--- config.mk ---
export PLATFORM = sky130hd
export DESIGN_NAME = cla_serial_add_ctrl
export DESIGN_NICKNAME = d
export VERILOG_FILES = /design/src/rtl/cla_serial_add_ctrl.sv
export SDC_FILE = /design/constraint.sdc
export NUM_CORES = 1
export LEC_CHECK = 0
export ABC_CLOCK_PERIOD_IN_PS = 2450
export BUFFER_PORTS_ARGS = -buffer_cell sky130_fd_sc_hd__buf_2
export CORE_MARGIN = 3
export CORE_UTILIZATION = 48
export CTS_CLUSTER_SIZE = 16
export DETAILED_ROUTE_END_ITERATION = 6
export PLACE_DENSITY = 0.86
export RECOVER_POWER = 25
export SLEW_MARGIN = 15
export SYNTH_ARGS = -nofsm -noshare
export SYNTH_HDL_FRONTEND = slang
export SYNTH_SLANG_ARGS = --single-unit
--- constraint.sdc ---
create_clock -name clk -period 2.45 [get_ports clk]
set_clock_uncertainty 0.1 [all_clocks]
set_input_delay 0.49 -clock clk [delete_from_list [all_inputs] [get_ports clk]]
set_output_delay 0.49 -clock clk [all_outputs]
set_load 0.03 [all_outputs]
--- src/rtl/cla_serial_add_ctrl.sv ---
// cla_serial_add_ctrl: WIDTH-bit add/subtract computed one nibble per cycle through a single 4-bit CLA slice,
// with valid/ready handshakes on the operand request and on the result.
module cla_serial_add_ctrl #(
    parameter int WIDTH = 16
) (
    input  logic             clk,
    input  logic             rst,
    input  logic             in_valid,
    output logic             in_ready,
    input  logic [WIDTH-1:0] in_a,
    input  logic [WIDTH-1:0] in_b,
    input  logic             in_cin,
    input  logic             in_sub,
    output logic             out_valid,
    input  logic             out_ready,
    output logic [WIDTH-1:0] out_sum,
    output logic             out_cout,
    output logic             out_ovf,
    output logic             busy
);
    localparam int NIB = WIDTH / 4;
    localparam int KW = NIB > 1 ? $clog2(NIB) : 1;

    typedef enum logic [1:0] {IDLE, RUN, DONE} state_e;

    state_e           state_q;
    logic [KW-1:0]    k_q;
    logic [WIDTH-1:0] a_q;
    logic [WIDTH-1:0] b_q;
    logic [WIDTH-1:0] sum_q;
    logic             c_q;
    logic             cout_q;
    logic             ovf_q;
    logic             valid_q;

    logic [WIDTH-1:0] a_sh;
    logic [WIDTH-1:0] b_sh;
    logic [3:0]       g;
    logic [3:0]       p;
    logic [4:0]       c;
    logic [3:0]       sum_d;
    logic             last;

    // Select the active nibble, then resolve all slice carries in parallel from generate/propagate terms.
    always_comb begin
        a_sh  = a_q >> {k_q, 2'b00};
        b_sh  = b_q >> {k_q, 2'b00};
        g     = a_sh[3:0] & b_sh[3:0];
        p     = a_sh[3:0] ^ b_sh[3:0];
        c[0]  = c_q;
        c[1]  = g[0] | (p[0] & c[0]);
        c[2]  = g[1] | (p[1] & g[0]) | (p[1] & p[0] & c[0]);
        c[3]  = g[2] | (p[2] & g[1]) | (p[2] & p[1] & g[0]) | (p[2] & p[1] & p[0] & c[0]);
        c[4]  = g[3] | (p[3] & g[2]) | (p[3] & p[2] & g[1]) | (p[3] & p[2] & p[1] & g[0])
              | (p[3] & p[2] & p[1] & p[0] & c[0]);
        sum_d = p ^ c[3:0];
        last  = k_q == KW'(NIB - 1);
    end

    always_ff @(posedge clk) begin
        if (rst) begin
            state_q <= IDLE;
            k_q     <= '0;
            a_q     <= '0;
            b_q     <= '0;
            c_q     <= 1'b0;
            sum_q   <= '0;
            cout_q  <= 1'b0;
            ovf_q   <= 1'b0;
            valid_q <= 1'b0;
        end else begin
            case (state_q)
                IDLE: if (in_valid) begin
                    // Subtraction is A + ~B + 1, so the inversion and the forced carry are applied at latch time.
                    a_q     <= in_a;
                    b_q     <= in_sub ? ~in_b : in_b;
                    c_q     <= in_sub | in_cin;
                    k_q     <= '0;
                    state_q <= RUN;
                end
                RUN: begin
                    for (int i = 0; i < NIB; i++)
                        if (k_q == KW'(i)) sum_q[4*i +: 4] <= sum_d;
                    c_q <= c[4];
                    k_q <= k_q + 1'b1;
                    if (last) begin
                        cout_q  <= c[4];
                        ovf_q   <= c[3] ^ c[4];
                        valid_q <= 1'b1;
                        state_q <= DONE;
                    end
                end
                DONE: if (out_ready) begin
                    valid_q <= 1'b0;
                    state_q <= IDLE;
                end
                default: state_q <= IDLE;
            endcase
        end
    end

    assign in_ready  = state_q == IDLE;
    assign busy      = state_q != IDLE;
    assign out_valid = valid_q;
    assign out_sum   = sum_q;
    assign out_cout  = cout_q;
    assign out_ovf   = ovf_q;
endmodule

# After elaboration in Yosys (flattened, before gate mapping)
# Index checks and enable logic that the tools add are counted.
# totals
ff_bits	56
inputBits	38
output_inout_bits	21
elab_cells	80
# classes
n_addsub	1
eq_ne	8
shift	2
n_mux	12
n_bitwise	32
n_reduce_logical	13
# ops
operator	count
$shr A16 B4 Y4	2
$and A1 B1 Y1	16
$mux W16	1
$not A16 Y16	1
$reduce_and A2 Y1	6
$or A1 B1 Y1	11
$mux W2	4
$xor A4 B4 Y4	2
$eq A2 B2 Y1 const B	3
$ne A2 B2 Y1 const B	3
$pmux W2 S3	1
$reduce_and A3 Y1	2
$reduce_bool A2 Y1	3
$and A4 B4 Y4	1
$eq A2 B1 Y1 const B	2
$logic_not A2 Y1	2
$pmux W1 S2	2
$pmux W2 S2	1
$mux W1	3
$add A2 B1 Y2 const B	1
$xor A1 B1 Y1	1

# Logic depth before layout (Yosys ltp)
# logic_depth
depth_word	8
depth_mapped	7
ltp_nobuf	6

# Least setup slack after synthesis
# Ideal clock, no wire load.
# synth_path
path_type	register to register
from	register k_q[0]
to	register sum_q[11] (netlist: out_sum[11])
setup_ps	69
arrival_time_ps	2349
t_required_ps	2281
setup_slack_ps	-68
stages_incl_launch_ff	8
path_buffers	1
period_less_slack_ps	2518
cell_sequence	dfxtp_1 -> buf_2 -> mux4_2 -> ha_1 -> a21o_1 -> and4_4 -> a2111o_1 -> o21ai_1
# synth_via
elab_chain_len	7
elab_cells_between_ends	15
cone_classes	eq/ne: 1; shift: 2; bitwise: 11; reduce/logical: 1
# synth_lines
element	line_no	source
from (decl)	27	logic [KW-1:0] k_q;
from (signal assigned)	85	k_q <= k_q + 1'b1;
$shr A16 B4 Y4 (on tied branches)	46, 47	
$xor A4 B4 Y4 / $and A4 B4 Y4 (equally long branches)	49, 48	
$and A1 B1 Y1	53	c[3] = g[2] | (p[2] & g[1]) | (p[2] & p[1] & g[0]) | (p[2] & p[1] & p[0] & c[0]);
$or A1 B1 Y1 / $and A1 B1 Y1 (equally long branches) (2 in series)	53	
$or A1 B1 Y1	53	
$xor A4 B4 Y4	56	sum_d = p ^ c[3:0];
to (signal, indexed assignment)	83	if (k_q == KW'(i)) sum_q[4*i +: 4] <= sum_d;
to (decl)	30	logic [WIDTH-1:0] sum_q;
# Parallel ways exist; a longest one is shown, timed or not.
# A chain may end at the register's enable or synchronous reset.

# Worst setup path after layout
# layout_path
from	register k_q[0]
to	register sum_q[7] (netlist: out_sum[7])
# Same word-level chain as after synthesis.

==> impl_metrics.env <==
export IMPL_timing_slew_headroom=0.674
export IMPL_finalWeightedCongestion=0.786
export IMPL_critical_path_peak_fanout=4
export IMPL_start_point_of_the_worst_hold_path="in_a[2]"
export IMPL_yosys_area_share_adder=0.0465
export IMPL_syn_num_nets=331
export IMPL_synthesized_area_fraction_occupied_by_xor_and_xnor_cells=0.0577
export IMPL_seq_area_frac_synth=0.434
export IMPL_buffer_ports_inserted=58
export IMPL_number_of_buffers_on_the_longest_clock_path=2
export IMPL_wire_per_inst_um=13.8
export IMPL_worst_ep_arrival_time_ns=2.55
export IMPL_number_of_distinct_library_cells_after_synthesis=37
export IMPL_design_final_nets=384
export IMPL_first_pass_grt_wire_length_um=9400
export IMPL_clock_insertion_delay_worst_skew_ns=0.32
export IMPL_synth_top_cell_by_area="dfxtp_1"
export IMPL_synth_top_cell_area_share=0.434
export IMPL_grt_overflow_total=0
export IMPL_routed_wirelength_um=5630
export IMPL_num_vias=2112
export IMPL_clkSinkCount=56
export IMPL_ys_ff_latch=56
export IMPL_number_of_cells_on_the_worst_hold_path=3
export IMPL_synth_flop_cell="dfxtp_1"
export IMPL_placement_rows=26
export IMPL_vias_per_cell=5.19
export IMPL_grt_usage=0.190
export IMPL_final_cells=407
export IMPL_worst_r2r_path_depth=7
export IMPL_syn_to_final_growth_pct=18.4
export IMPL_drt_initial_drc_count=121
export IMPL_dp_final_hpwl_um=4210
export IMPL_leakagePower_nw=1.17
export IMPL_design_die_area_um2=6300
export IMPL_min_delay_worst_endpoint="a_q[2]"
export IMPL_postSynth_asyncResetShare=0
export IMPL_grt_antenna_before_repair=0
export IMPL_synth_compound_gate_area_share=0.173
export IMPL_dr_pass1_iters=4
export IMPL_hold_ws_ns=0.307
export IMPL_clock_tree_root_cell="clkbuf_8"
export IMPL_avgSynthCellArea_um2=9.09
export IMPL_post_route_cells_drive_above_1_share=0.217
export IMPL_tritoncts_clock_tree="yes"
export IMPL_cts_hold_buffers=0
export IMPL_synth_enable_flop_cells=0
export IMPL_worstSetupEndpointType="flip-flop"
export IMPL_synth_cells=284
export IMPL_min_tclk_post_route_ns=2.40
export IMPL_crit_required_ns=2.60
export IMPL_cts_inserted_buffers=5
export IMPL_clkTransAtPathRegs_ns=0.10
export IMPL_clock_fmax_mhz=417
export IMPL_floorplan_die_width_um=79.4
export IMPL_power_density_nw_per_um2=672
export IMPL_hp_class="input pin to flip-flop"
export IMPL_critPathKind="flip-flop to flip-flop"
export IMPL_final_hold_violation_count=0
export IMPL_outcome="complete, no violations"
export IMPL_synth_mux_area_fraction=0.0736
export IMPL_yosys_top_cells_area="dfxtp_1 43%, mux4_2 7.0%, nand2_1 6.5%"
export IMPL_critical_path_startpoint_type="flip-flop"
export IMPL_maxSlewViolCount=0
export IMPL_grt_start_max_net_pins=49
export IMPL_post_synth_most_frequent_cells="56 x dfxtp_1, 45 x nand2_1, 29 x a21oi_1"
export IMPL_regToRegSetupSlack_ns=0.05
export IMPL_via_count_of_the_first_global_routing_pass=2045
export IMPL_setup_violations=0
export IMPL_synthesis_area_um2=2580
export IMPL_antenna_violating_nets_left=0
export IMPL_dpl_worst_slack_ns=-0.0266
export IMPL_final_setup_tns_ns=0
export IMPL_initial_utilization=0.502
export IMPL_placeableCoreArea_um2=5140
export IMPL_number_of_antenna_repair_diodes=0
export IMPL_post_route_drc_count=0
export IMPL_cap_violations=0
export IMPL_yosys_warnings=0
export IMPL_critical_path_reg2reg_startpoint="k_q[0]"
export IMPL_io_pins=59
export IMPL_peakVddDrop_mv=0.307
export IMPL_h_tree_depth=2
export IMPL_layout_worst_path_cycle_share=0.979
export IMPL_die_height_um=79.4
export IMPL_regToRegEndpoint="out_sum[7]"
export IMPL_max_slew_worst_pin_slew_ns=0.490
export IMPL_synthSimpleGateAreaFrac=0.155
export IMPL_main_combinational_cell_family_by_area_after_synthesis="compound AO/OA/AOI/OAI gates"
export IMPL_layout_setup_ws_ns=0.0509
export IMPL_most_frequent_cell_after_synthesis="dfxtp_1"
export IMPL_placed_cells=399
[power by group]
group	switching, mW	leakage [nW]	internal, mW
combinational	0.206	0.650	0.160
sequential	0.0325	0.459	0.963
clock	0.292	0.0642	0.402
total	0.530	1.17	1.53
[critical path, stage by stage (launching register included)]
cell and delay (ns):
dfxtp_2 0.36, buf_4 0.12, mux4_2 0.53, ha_4 0.27, a21o_1 0.20, and4_4 0.20, a2111o_1 0.40, o21ai_1 0.15
[logic make-up (layout without fill, tap and decap cells)]
kind of cell	Yosys count	in the layout
AOI/OAI and AO/OA	71	71
DFF	56	56
muxes	9	9
buffers and inverters	30	83
adders and majority gates	9	9
xor gates and xnor gates	17	17
and+or+nand+nor	92	92
[cells in the final DEF (no fill, tap or decap), types with 5 or more instances in the layout]
| cell type | instances |
|---|---|
| o21ai_0 | 6 |
| nand3_1 | 12 |
| inv_1 | 11 |
| buf_2 | 41 |
| a21oi_1 | 29 |
| nand2_1 | 45 |
| mux4_2 | 8 |
| ha_1 | 5 |
| xnor2_1 | 17 |
| buf_4 | 6 |
| a211oi_1 | 20 |
| clkbuf_8 | 5 |
| nor2_1 | 25 |
| dfxtp_1 | 55 |
| clkbuf_1 | 17 |
[metrics by stage]
| stage | area (um2) | total power, mW | utilization |
|---|---|---|---|
| finish | 3060 | 2.06 | 0.595 |
| detailed placement | 2900 | 1.36 | 0.565 |
| global route | 3060 | 2.15 | 0.595 |
| CTS | 3050 | 2.06 | 0.594 |
| floorplan | 2580 | 1.27 | - |
| global placement | 2900 | 1.35 | 0.565 |
[state kept, by name (all words and copies together) (netlist names)]
signal / flops
b_q: 16
out_valid: 1
state_q: 2
a_q: 16
k_q: 2
c_q: 1
out_ovf: 1
out_sum: 16
out_cout: 1
[timing repair]
action,CTS,global route
setup endpoints to repair,4,4
pin swaps,2,2
buffers inserted,1,0
resized for setup,2,2
[worst max path at each step]
stage	from	end	slack [ns]	depth (start not counted)
finish	k_q[0]	out_sum[7]	0.05	7
global route	k_q[0]	out_sum[7]	-0.01	7
CTS	k_q[0]	out_sum[7]	0.01	7
detailed placement	k_q[0]	out_sum[7]	-0.03	7
global placement	k_q[0]	out_sum[11]	0.05	7
floorplan	k_q[0]	out_sum[11]	0.007	7
[area by class of cell]
type                       count  area (um2)
timing repair buffer          65         334
fill                         480        2080
clock buffer                   5        68.8
multi-input combinational    198        1340
clock inverter                 2        60.1
sequential                    56        1120
tap                           70        87.6
inverter                      11        41.3
[per-layer routing]
metal / vias to the layer above / wire length [um] / share of wire / GRT usage
met4: 0 / 79 / 0.014 / 0.0567
met5: - / 0 / 0 / 0
li1: 1087 / - / - / -
met1: 955 / 2510 / 0.44 / 0.232
met3: 10 / 311 / 0.055 / 0.0420
met2: 60 / 2740 / 0.49 / 0.333
Note: power is estimated with default switching activity, not from simulation.
